--- src/rtl/gpu_pkg.sv ---
// Shared opcode constants and command-decoder state encoding for the
// framebuffer write path.
package gpu_pkg;

  localparam logic [7:0] OP_SET_PIXEL = 8'h01;
  localparam logic [7:0] OP_CLEAR     = 8'h02;
  localparam logic [7:0] OP_STREAM    = 8'h03;

  localparam int FIELD_W = 24;

  typedef enum logic [3:0] {
    ST_IDLE     = 4'd0,
    ST_ADDR0    = 4'd1,
    ST_ADDR1    = 4'd2,
    ST_ADDR2    = 4'd3,
    ST_CNT0     = 4'd4,
    ST_CNT1     = 4'd5,
    ST_CNT2     = 4'd6,
    ST_PIX_HI   = 4'd7,
    ST_PIX_LO   = 4'd8,
    ST_CLEARING = 4'd9
  } state_t;

endpackage

--- src/rtl/fb_byte_assembler.sv ---
// Big-endian byte shifter: collects i_Num_Bytes bytes into a 24-bit field.
// o_Field/o_Done are valid combinationally on the strobe of the final byte.
module fb_byte_assembler
  import gpu_pkg::*;
(
  input  logic               i_Clock,
  input  logic               i_Reset,
  input  logic               i_Restart,
  input  logic               i_Shift,
  input  logic [7:0]         i_Byte,
  input  logic [1:0]         i_Num_Bytes,
  output logic [FIELD_W-1:0] o_Field,
  output logic               o_Done
);

  // Only the two older bytes need storage; the newest byte comes straight
  // from the input so the full field is usable on the completing strobe.
  logic [FIELD_W-9:0] r_Field;
  logic [1:0]         r_Count;

  assign o_Field = {r_Field, i_Byte};
  assign o_Done  = i_Shift && (r_Count == i_Num_Bytes - 2'd1);

  always_ff @(posedge i_Clock or posedge i_Reset) begin
    if (i_Reset) begin
      r_Field <= '0;
      r_Count <= '0;
    end else if (i_Restart) begin
      r_Field <= '0;
      r_Count <= '0;
    end else if (i_Shift) begin
      r_Field <= o_Field[FIELD_W-9:0];
      r_Count <= o_Done ? 2'd0 : r_Count + 2'd1;
    end
  end

endmodule

--- src/rtl/fb_write_engine.sv ---
// UART command decoder driving the framebuffer write port (SET_PIXEL, CLEAR,
// STREAM). Define FB_WRITE_ENGINE_TIMEOUT_EN to abort stalled partial commands.
module fb_write_engine
  import gpu_pkg::*;
#(
  parameter int BITS_PER_PIXEL    = 12,
  parameter int FRAMEBUFFER_DEPTH = 307200,
  parameter int TIMEOUT_CYCLES    = 1_000_000
) (
  input  logic                      i_Clock,
  input  logic                      i_Reset,
  input  logic                      i_Rx_DV,
  input  logic [7:0]                i_Rx_Byte,
  output logic                      o_Write_Enable,
  output logic [31:0]               o_Write_Addr,
  output logic [BITS_PER_PIXEL-1:0] o_Write_Data,
  output logic                      o_Busy,
  output logic                      o_Cmd_Done,
  output logic                      o_Error
);

  localparam int CLR_W  = (FRAMEBUFFER_DEPTH > 1) ? $clog2(FRAMEBUFFER_DEPTH) : 1;
  // Wide enough for a 24-bit start address plus a 24-bit run without wrapping.
  localparam int ADDR_W = FIELD_W + 1;
  localparam logic [ADDR_W-1:0] DEPTH_A  = ADDR_W'(FRAMEBUFFER_DEPTH);
  localparam logic [CLR_W-1:0]  CLR_LAST = CLR_W'(FRAMEBUFFER_DEPTH - 1);

  state_t              r_State;
  logic [7:0]          r_Cmd;
  logic [ADDR_W-1:0]   r_Addr;
  logic [FIELD_W-1:0]  r_Remain;
  logic [CLR_W-1:0]    r_Clr_Addr;

  logic [FIELD_W-1:0]  w_Addr_Field, w_Cnt_Field, w_Pix_Field;
  logic                w_Addr_Done, w_Cnt_Done, w_Pix_Done;
  logic                w_Restart, w_In_Collect, w_Timeout;
  logic [BITS_PER_PIXEL-1:0] w_Pix;
  logic                w_unused_pix;

  assign w_Restart    = (r_State == ST_IDLE);
  assign w_In_Collect = (r_State != ST_IDLE) && (r_State != ST_CLEARING);
  assign w_Pix        = w_Pix_Field[BITS_PER_PIXEL-1:0];
  assign w_unused_pix = ^w_Pix_Field[FIELD_W-1:BITS_PER_PIXEL];

  fb_byte_assembler u_addr (
    .i_Clock(i_Clock), .i_Reset(i_Reset), .i_Restart(w_Restart),
    .i_Shift(i_Rx_DV && (r_State inside {ST_ADDR0, ST_ADDR1, ST_ADDR2})),
    .i_Byte(i_Rx_Byte), .i_Num_Bytes(2'd3),
    .o_Field(w_Addr_Field), .o_Done(w_Addr_Done)
  );

  fb_byte_assembler u_cnt (
    .i_Clock(i_Clock), .i_Reset(i_Reset), .i_Restart(w_Restart),
    .i_Shift(i_Rx_DV && (r_State inside {ST_CNT0, ST_CNT1, ST_CNT2})),
    .i_Byte(i_Rx_Byte), .i_Num_Bytes(2'd3),
    .o_Field(w_Cnt_Field), .o_Done(w_Cnt_Done)
  );

  fb_byte_assembler u_pix (
    .i_Clock(i_Clock), .i_Reset(i_Reset), .i_Restart(w_Restart),
    .i_Shift(i_Rx_DV && (r_State inside {ST_PIX_HI, ST_PIX_LO})),
    .i_Byte(i_Rx_Byte), .i_Num_Bytes(2'd2),
    .o_Field(w_Pix_Field), .o_Done(w_Pix_Done)
  );

`ifdef FB_WRITE_ENGINE_TIMEOUT_EN
  localparam int TO_W = $clog2(TIMEOUT_CYCLES + 1);
  logic [TO_W-1:0] r_Timer;

  always_ff @(posedge i_Clock or posedge i_Reset) begin
    if (i_Reset)                        r_Timer <= '0;
    else if (i_Rx_DV || !w_In_Collect)  r_Timer <= '0;
    else                                r_Timer <= r_Timer + 1'b1;
  end

  assign w_Timeout = w_In_Collect && !i_Rx_DV && (r_Timer == TO_W'(TIMEOUT_CYCLES - 1));
`else
  logic w_unused_timeout;
  assign w_unused_timeout = (TIMEOUT_CYCLES != 0) && w_In_Collect;
  assign w_Timeout        = 1'b0;
`endif

  always_ff @(posedge i_Clock or posedge i_Reset) begin
    if (i_Reset) begin
      r_State        <= ST_IDLE;
      r_Cmd          <= '0;
      r_Addr         <= '0;
      r_Remain       <= '0;
      r_Clr_Addr     <= '0;
      o_Write_Enable <= 1'b0;
      o_Write_Addr   <= '0;
      o_Write_Data   <= '0;
      o_Busy         <= 1'b0;
      o_Cmd_Done     <= 1'b0;
      o_Error        <= 1'b0;
    end else begin
      o_Write_Enable <= 1'b0;
      o_Cmd_Done     <= 1'b0;
      o_Busy         <= 1'b0;
      if (w_Timeout) begin
        r_State <= ST_IDLE;
        o_Error <= 1'b1;
      end else begin
        case (r_State)
          ST_IDLE: if (i_Rx_DV) begin
            case (i_Rx_Byte)
              OP_SET_PIXEL, OP_STREAM: begin r_Cmd <= i_Rx_Byte; r_State <= ST_ADDR0;  end
              OP_CLEAR:                begin r_Cmd <= i_Rx_Byte; r_State <= ST_PIX_HI; end
              default:                 o_Error <= 1'b1;
            endcase
          end
          ST_ADDR0: if (i_Rx_DV) r_State <= ST_ADDR1;
          ST_ADDR1: if (i_Rx_DV) r_State <= ST_ADDR2;
          ST_ADDR2: if (w_Addr_Done) begin
            r_Addr  <= {1'b0, w_Addr_Field};
            r_State <= (r_Cmd == OP_STREAM) ? ST_CNT0 : ST_PIX_HI;
          end
          ST_CNT0: if (i_Rx_DV) r_State <= ST_CNT1;
          ST_CNT1: if (i_Rx_DV) r_State <= ST_CNT2;
          ST_CNT2: if (w_Cnt_Done) begin
            if (w_Cnt_Field == '0) begin
              o_Cmd_Done <= 1'b1;
              r_State    <= ST_IDLE;
            end else begin
              r_Remain <= w_Cnt_Field;
              r_State  <= ST_PIX_HI;
            end
          end
          ST_PIX_HI: if (i_Rx_DV) r_State <= ST_PIX_LO;
          ST_PIX_LO: if (w_Pix_Done) begin
            if (r_Cmd == OP_CLEAR) begin
              // First clear write issues here so Busy/WE start right after the pixel.
              o_Write_Enable <= 1'b1;
              o_Write_Addr   <= '0;
              o_Write_Data   <= w_Pix;
              o_Busy         <= 1'b1;
              r_Clr_Addr     <= CLR_W'(1);
              if (CLR_LAST == '0) begin
                o_Cmd_Done <= 1'b1;
                r_State    <= ST_IDLE;
              end else begin
                r_State <= ST_CLEARING;
              end
            end else begin
              if (r_Addr < DEPTH_A) begin
                o_Write_Enable <= 1'b1;
                o_Write_Addr   <= 32'(r_Addr);
                o_Write_Data   <= w_Pix;
              end else begin
                o_Error <= 1'b1;
              end
              if (r_Cmd == OP_STREAM && r_Remain != FIELD_W'(1)) begin
                r_Addr   <= r_Addr + 1'b1;
                r_Remain <= r_Remain - 1'b1;
                r_State  <= ST_PIX_HI;
              end else begin
                o_Cmd_Done <= 1'b1;
                r_State    <= ST_IDLE;
              end
            end
          end
          ST_CLEARING: begin
            o_Write_Enable <= 1'b1;
            o_Write_Addr   <= 32'(r_Clr_Addr);
            o_Busy         <= 1'b1;
            if (i_Rx_DV) o_Error <= 1'b1;
            if (r_Clr_Addr == CLR_LAST) begin
              o_Cmd_Done <= 1'b1;
              r_State    <= ST_IDLE;
            end else begin
              r_Clr_Addr <= r_Clr_Addr + 1'b1;
            end
          end
          default: r_State <= ST_IDLE;
        endcase
      end
    end
  end

endmodule
--- config.mk ---
export PLATFORM = sky130hd
export DESIGN_NAME = fb_write_engine
export DESIGN_NICKNAME = d
export VERILOG_FILES = /design/src/rtl/gpu_pkg.sv /design/src/rtl/fb_byte_assembler.sv /design/src/rtl/fb_write_engine.sv
export SDC_FILE = /design/constraint.sdc
export NUM_CORES = 1
export LEC_CHECK = 0
export CORE_MARGIN = 4
export CORE_UTILIZATION = 28
export DETAILED_ROUTE_END_ITERATION = 7
export PLACE_DENSITY_LB_ADDON = 0.15
export SYNTH_ARGS = -nofsm -noshare
export SYNTH_HDL_FRONTEND = slang
export SYNTH_SLANG_ARGS = --single-unit
--- constraint.sdc ---
create_clock -name i_Clock -period 6.9 [get_ports i_Clock]
set_input_delay 0.69 -clock i_Clock [delete_from_list [all_inputs] [get_ports i_Clock]]
set_output_delay 0.69 -clock i_Clock [all_outputs]
set_load 0.01 [all_outputs]
==> flow_summary.json, run 1 <==
{
  "cts-root-to-sink-buffers": 2,
  "totalNegativeSetupSlack_ps": 0,
  "yosys_warnings": 0,
  "post_detailed_route_wirelength_per_cell_um": 17.5,
  "critical-path-max-stage-delay_ps": 710,
  "min_path_type": "reg -> reg",
  "worst_path_most_repeated_cell": "sky130_fd_sc_hd__or4_1",
  "die_h_um": 181,
  "number_of_violations_reported_at_the_end_of_detailed_routing_iteration_0": 613,
  "max_cap_viol_count": 0,
  "tritoncts_clock_tree": "done",
  "first_pass_iters": 6,
  "first_global_vias": 6854,
  "cellPowerDensity_nw_per_um2": 374,
  "crit_fanout": 24,
  "die-width_um": 181,
  "worst_setup_hold_path_clk_slew_ps": 70,
  "top_layer_used": "met4",
  "max_slew.worst_pin.slew_ps": 1090,
  "synth-seq-area-share_pct": 48.7,
  "detailed_place.area_um2": 9270,
  "launching_instance_or_port_of_the_critical_path": "r_Cmd[5]",
  "postCtsSetupBuffers": 0,
  "cp-end-kind": "register",
  "route.final.wire_length_um": 24200,
  "clock_skew_ps": 11.4,
  "crit_chain": "or4_4 -> nor2_4 -> o21ai_1 -> or4_1 -> or4_1 -> a21oi_1",
  "leakage_uw": 0.00404,
  "worst-endpoint-required_ps": 7250,
  "postSynthAreaPerCell_um2": 8.82,
  "ioPinCount": 59,
  "fp.dieArea_um2": 32700,
  "worstReg2RegEnd": "r_Clr_Addr[17]",
  "synth-main-ff-cell": "sky130_fd_sc_hd__dfrtp_1",
  "critPathCapture": "r_Clr_Addr[17]",
  "antenna_violating_nets_post_route": 0,
  "postCtsResizedCells": 0,
  "core-area_um2": 29600,
  "cp_top_family": "simple AND/OR/NAND/NOR gates",
  "clock-sinks": 163,
  "routed_metal_1_wirelength_um": 12200,
  "gp_routability_congestion": 0.799,
  "grt_first_pass_wirelength_um": 39500,
  "status": "finished clean",
  "final_period_minus_worst_setup_slack_ps": 3450,
  "placement_rows": 63,
  "dp_hpwl_um": 16100,
  "finalCritPeriodShare_pct": 50.0,
  "design.final.nets": 989,
  "diodes": 0,
  "synth_cells": 950,
  "ir_drop_mv": 0.149,
  "clock_insertion_delay_worst_skew_ps": 430,
  "synth_fa_ha_area_share_pct": 0.598,
  "worst_r2r_startpoint": "r_Cmd[5]",
  "synth.cell_area_um2": 8370,
  "globalRouteOverflowTotal": 0,
  "area_delta_synth_final_pct": 17.9,
  "critPathLaunchType": "register",
  "wl_met2_um": 10800,
  "synth_mux_area_share_pct": 3.38,
  "buffer_ports.inserted": 51,
  "grtUsageTotal_pct": 14.9,
  "finish_stage_setup_viols": 0,
  "synth-simple-area-share_pct": 21.7,
  "post-route-cell-area_um2": 9870,
  "h-tree-depth": 4,
  "maximum_number_of_pins_on_one_net_before_global_route_repair": 94,
  "cts_buffers": 17,
  "route.detailed.drc": 0,
  "finalHoldViolations": 0,
  "yosys_register_bits": 163,
  "synth_edf_count": 0,
  "cts_hold_buffers": 0,
  "asyncSetResetFlopFracSynth_pct": 100,
  "synth-compound-area-share_pct": 19.8,
  "rsz_0062_raised_after_global_routing": "false",
  "critPathSlowestCell": "sky130_fd_sc_hd__or4_1",
  "route.vias.total": 7044,
  "reg2reg_setup_slack_ps": 3450,
  "dominant_combinational_cell_family_by_area_after_synthesis": "simple AND/OR/NAND/NOR gates",
  "synth_xor_area_share_pct": 1.57,
  "slew_headroom_pct": 27.4,
  "initial_core_utilization_pct": 28.3,
  "grt_antenna_before_repair": 0,
  "met3_wirelength_um": 921,
  "finalHoldWorstSlack_ps": 476,
  "clk_root_buffer_cell": "sky130_fd_sc_hd__clkbuf_16",
  "achievable-frequency_ghz": 0.290,
  "timing.setup.critical_path_class": "reg -> reg",
  "route.detailed.vias_per_inst": 5.12,
  "layout_cells_sized_above_1_pct": 8.41,
  "cp.depth": 6,
  "worst-endpoint-arrival_ps": 3800,
  "slew_violations": 0,
  "r2r.worst_path.cells": 6,
  "synth.lib_cells_used.distinct": 62,
  "timing.critical_path.buf_inv": 0
}
routing by layer:
metal  vias to the layer above  GRT usage, %
met5                         -             0
met4                         0          3.39
met3                        14          2.80
met2                       170          23.3
met1                      3417          21.6
li1                       3443             -
synth_stat cells, types with 3 or more instances:
master | number | share of area, %
sky130_fd_sc_hd__nor2_1 | 55 | 2.5
sky130_fd_sc_hd__buf_2 | 11 | 0.66
sky130_fd_sc_hd__nor3_1 | 13 | 0.78
sky130_fd_sc_hd__a22oi_1 | 6 | 0.54
sky130_fd_sc_hd__a31oi_1 | 3 | 0.22
sky130_fd_sc_hd__nor4b_1 | 3 | 0.31
sky130_fd_sc_hd__o22ai_1 | 24 | 1.8
sky130_fd_sc_hd__xnor2_1 | 10 | 1.0
sky130_fd_sc_hd__ha_1 | 4 | 0.60
sky130_fd_sc_hd__xor2_1 | 5 | 0.52
sky130_fd_sc_hd__a22o_1 | 5 | 0.52
sky130_fd_sc_hd__o2bb2ai_1 | 6 | 0.63
sky130_fd_sc_hd__inv_1 | 16 | 0.72
sky130_fd_sc_hd__clkbuf_1 | 42 | 1.9
sky130_fd_sc_hd__o31a_1 | 3 | 0.31
sky130_fd_sc_hd__o21ai_0 | 89 | 5.3
sky130_fd_sc_hd__o31ai_1 | 9 | 0.81
sky130_fd_sc_hd__nor2b_1 | 4 | 0.30
sky130_fd_sc_hd__buf_1 | 5 | 0.22
sky130_fd_sc_hd__nand4_1 | 20 | 1.5
sky130_fd_sc_hd__mux2_2 | 18 | 2.4
sky130_fd_sc_hd__nor4_1 | 21 | 1.6
sky130_fd_sc_hd__a2bb2oi_1 | 17 | 1.8
sky130_fd_sc_hd__mux2i_1 | 8 | 0.96
sky130_fd_sc_hd__a21oi_1 | 85 | 5.1
sky130_fd_sc_hd__nand2b_1 | 4 | 0.30
sky130_fd_sc_hd__or4_1 | 10 | 0.90
sky130_fd_sc_hd__dfrtp_1 | 163 | 49
sky130_fd_sc_hd__and3_1 | 5 | 0.37
sky130_fd_sc_hd__nand2_1 | 184 | 8.2
sky130_fd_sc_hd__nand3_1 | 23 | 1.4
sky130_fd_sc_hd__or2_2 | 6 | 0.45
sky130_fd_sc_hd__o32ai_1 | 4 | 0.42
sky130_fd_sc_hd__and2_1 | 15 | 1.1
sky130_fd_sc_hd__or3_1 | 9 | 0.67
sky130_fd_sc_hd__buf_4 | 9 | 0.81
sky130_fd_sc_hd__a21o_1 | 3 | 0.27
power breakdown:
group | internal [µW] | leakage, µW | switching, µW
registers | 1240 | 0.00213 | 359
logic | 486 | 0.00162 | 617
clock network | 573 | 0.000288 | 417
total | 2300 | 0.00404 | 1390
layout by cell type (no fill, tap or decap), drive strengths merged, types with 10 or more instances in the layout:
| master | synthesis | routed |
|---|---|---|
| o21ai | 91 | 91 |
| mux2 | 18 | 18 |
| clkbuf | 42 | 21 |
| clkdlybuf4s50 | 0 | 51 |
| nor3 | 13 | 13 |
| nand4 | 20 | 20 |
| inv | 16 | 17 |
| buf | 25 | 15 |
| nor4 | 22 | 22 |
| nor2 | 56 | 56 |
| o22ai | 24 | 24 |
| or4 | 11 | 11 |
| nand3 | 23 | 23 |
| a21oi | 85 | 85 |
| a2bb2oi | 17 | 17 |
| xnor2 | 10 | 10 |
| dfrtp | 163 | 163 |
| and2 | 15 | 15 |
| nand2 | 184 | 184 |
sequential cells by signal, indices dropped and copies added, names as in the netlist:
name            cells
o_Busy              1
o_Cmd_Done          1
o_Error             1
o_Write_Addr       25
o_Write_Data       12
o_Write_Enable      1
r_Addr             25
r_Clr_Addr         19
r_Cmd               8
r_Remain           24
r_State             4
u_addr.r_Count      2
u_addr.r_Field     16
u_cnt.r_Count       2
u_cnt.r_Field      16
u_pix.r_Count       2
u_pix.r_Field       4
how the worst min path moves through the flow:
stage / slack [ps] / startpoint / to / depth (start not counted)
CTS: 480 / o_Error / o_Error / 1
detailed placement: 460 / o_Error / o_Error / 1
floorplan: 450 / r_Cmd[5] / r_Cmd[5] / 1
global route: 500 / o_Write_Addr[10] / o_Write_Addr[10] / 2
finish: 480 / o_Error / o_Error / 1
global placement: 460 / o_Write_Addr[10] / o_Write_Addr[10] / 2
through the flow:
step | cells | setup WS, ps | utilization, % | total power, µW
after floorplan | 956 | 1810 | - | 2300
after global placement | 1345 | 3180 | 31.4 | 2710
after detailed placement | 1345 | 3150 | 31.4 | 2720
after CTS | 1377 | 3430 | 33.4 | 3730
after global routing | 1377 | 3260 | 33.4 | 3970
final | 1377 | 3450 | 33.4 | 3690
cell type report:
| cell class | instances | area, µm² |
|---|---|---|
| timing repair buffer | 66 | 623 |
| inverter | 16 | 65.1 |
| clock inverter | 11 | 126 |
| tap | 390 | 488 |
| fill | 3071 | 19700 |
| multi-input combinational | 710 | 4010 |
| sequential | 163 | 4080 |
| clock buffer | 21 | 480 |
cells by family (layout without fill, tap and decap cells):
kind of cell,count (synthesis),in the layout
mux,26,26
buf+inv,83,114
xor+xnor,15,15
fa+ha+maj,4,4
simple gates,383,383
compound gates,275,275
other cells,1,7
flops,163,163
Power figures use the tool's default switching activity.
==> run 2, diff against run 1 <==
==> constraint.sdc (replaced) <==
create_clock -name i_Clock -period 3.36 [get_ports i_Clock]
set_input_delay 0.336 -clock i_Clock [delete_from_list [all_inputs] [get_ports i_Clock]]
set_output_delay 0.336 -clock i_Clock [all_outputs]
set_load 0.01 [all_outputs]
==> flow_summary.json, run 2 (synthesized netlist as in run 1, its figures left out) <==
{
  "instances_no_fill": 1401,
  "postCtsResizedCells": 0,
  "worst_r2r_startpoint": "r_Cmd[5]",
  "placement_rows": 63,
  "cts-root-to-sink-buffers": 2,
  "initial_core_utilization_pct": 28.3,
  "cts_buffers": 17,
  "post_detailed_route_wirelength_per_cell_um": 17.1,
  "final_core_util_pct": 34.1,
  "core-area_um2": 29600,
  "clock_skew_ps": 15.6,
  "ir_drop_mv": 0.357,
  "number_of_violations_reported_at_the_end_of_detailed_routing_iteration_0": 467,
  "post-place-ws_ps": 412,
  "clock-sinks": 163,
  "top_library_cells_by_usage_in_the_layout_fill_and_taps_aside": "184 x sky130_fd_sc_hd__nand2_1, 163 x sky130_fd_sc_hd__dfrtp_1, 89 x sky130_fd_sc_hd__o21ai_0",
  "globalRouteOverflowTotal": 0,
  "area_delta_synth_final_pct": 20.5,
  "slew_violations": 0,
  "first_global_vias": 6955,
  "cts_hold_buffers": 0,
  "place_inst": 1369,
  "h-tree-depth": 4,
  "achievable-frequency_ghz": 0.347,
  "antenna_violating_nets_post_route": 0,
  "status": "finished clean",
  "route.detailed.drc": 0,
  "most_frequent_standard_cell_in_the_layout_excluding_fill_and_tap_cells": "sky130_fd_sc_hd__nand2_1",
  "postCtsSetupBuffers": 0,
  "slew_headroom_pct": 49.9,
  "maximum_number_of_pins_on_one_net_before_global_route_repair": 79,
  "route.vias.total": 7120,
  "fp.dieArea_um2": 32700,
  "r2r.worst_path.cells": 7,
  "launching_instance_or_port_of_the_critical_path": "r_Cmd[5]",
  "grtUsageTotal_pct": 14.7,
  "finalCritPeriodShare_pct": 85.7,
  "crit_fanout": 38,
  "totalNegativeSetupSlack_ps": 0,
  "rsz_0062_raised_after_global_routing": "false",
  "grt_antenna_before_repair": 0,
  "min_path_type": "in -> async",
  "cp-end-kind": "register",
  "cellPowerDensity_nw_per_um2": 760,
  "finalHoldViolations": 0,
  "timing.setup.critical_path_class": "reg -> reg",
  "worst-endpoint-arrival_ps": 3200,
  "route.final.wire_length_um": 24000,
  "die-width_um": 181,
  "layout_cells_sized_above_1_pct": 10.4,
  "die_h_um": 181,
  "first_pass_iters": 5,
  "max_slew.worst_pin.slew_ps": 751,
  "global_route.usage.met2_pct": 22.3,
  "tritoncts_clock_tree": "done",
  "grt_util_met1_pct": 21.7,
  "max_cap_viol_count": 0,
  "grt_first_pass_wirelength_um": 39200,
  "ioPinCount": 59,
  "leakage_uw": 0.00417,
  "route.detailed.vias_per_inst": 5.08,
  "final_period_minus_worst_setup_slack_ps": 2880,
  "worst_setup_hold_path_clk_slew_ps": 70,
  "worst-endpoint-required_ps": 3680,
  "diodes": 0,
  "finalHoldWorstSlack_ps": 316,
  "buffer_ports.inserted": 51,
  "dp_hpwl_um": 16500,
  "clock_insertion_delay_worst_skew_ps": 430,
  "design.final.nets": 1013,
  "final_critical_path_setup_slack_ps": 480,
  "globalRouteMet3Util_pct": 2.94,
  "grt.busiest_layer": "met2",
  "reg2reg_setup_slack_ps": 480,
  "clk_root_buffer_cell": "sky130_fd_sc_hd__clkbuf_16",
  "gp_routability_congestion": 0.816,
  "critPathLaunchType": "register",
  "layout_top_registers": "o_Write_Addr (25), r_Addr (25), r_Remain (24)",
  "worstReg2RegEnd": "r_Remain[8]",
  "finish_stage_setup_viols": 0
}
run 2: changes by cell type in the layout (fill, tap and decap cells not counted), sizes merged:
cell	change
bufinv	+1
clkinvlp	-2
clkbuf	+1
buf	+24
run 2: worst max-delay path, cell delays in order (launching register included):
cell and delay [ps]:
sky130_fd_sc_hd__dfrtp_1 370, sky130_fd_sc_hd__or4_4 570, sky130_fd_sc_hd__or4_1 610, sky130_fd_sc_hd__a211o_1 320, sky130_fd_sc_hd__a21boi_2 140, sky130_fd_sc_hd__buf_4 350
sky130_fd_sc_hd__o21ai_0 150, sky130_fd_sc_hd__a22o_1 240
run 2: final cells by class:
cell class / instances / area [µm²]
Fill cell: 3104 / 19500
Clock inverter: 10 / 146
Multi-Input combinational cell: 710 / 4010
Tap cell: 390 / 488
Clock buffer: 22 / 474
Inverter: 16 / 63.8
Sequential cell: 163 / 4080
Timing Repair Buffer: 90 / 828
run 2: routing by layer:
metal / share of wire, % / wire length [µm] / vias up
met4: 1.6 / 372 / 0
met5: 0 / 0 / -
met3: 4.2 / 1020 / 20
met1: 50 / 12100 / 3449
met2: 44 / 10500 / 153
li1: - / - / 3498
run 2: worst max path at each step:
stage	to	slack, ps	cells past startpoint
6_report	r_Remain[8]	480	7
5_1_grt	r_Remain[18]	330	7
4_1_cts	r_Remain[8]	480	7
3_5_place_dp	r_Clr_Addr[17]	410	7
3_3_place_gp	r_Clr_Addr[17]	450	7
2_1_floorplan	r_Remain[1]	890	6
run 2: per-stage QoR:
stage	total power [µW]	cell area, µm²
after floorplan	4720	8400
after global placement	5610	9470
after detailed placement	5630	9470
after CTS	7750	10100
after global routing	8260	10100
final	7670	10100
run 2: where the power goes:
part,internal [µW],total (µW),switching (µW)
Clock,1240,2080,843
Sequential,2550,3200,654
Combinational,1060,2380,1330
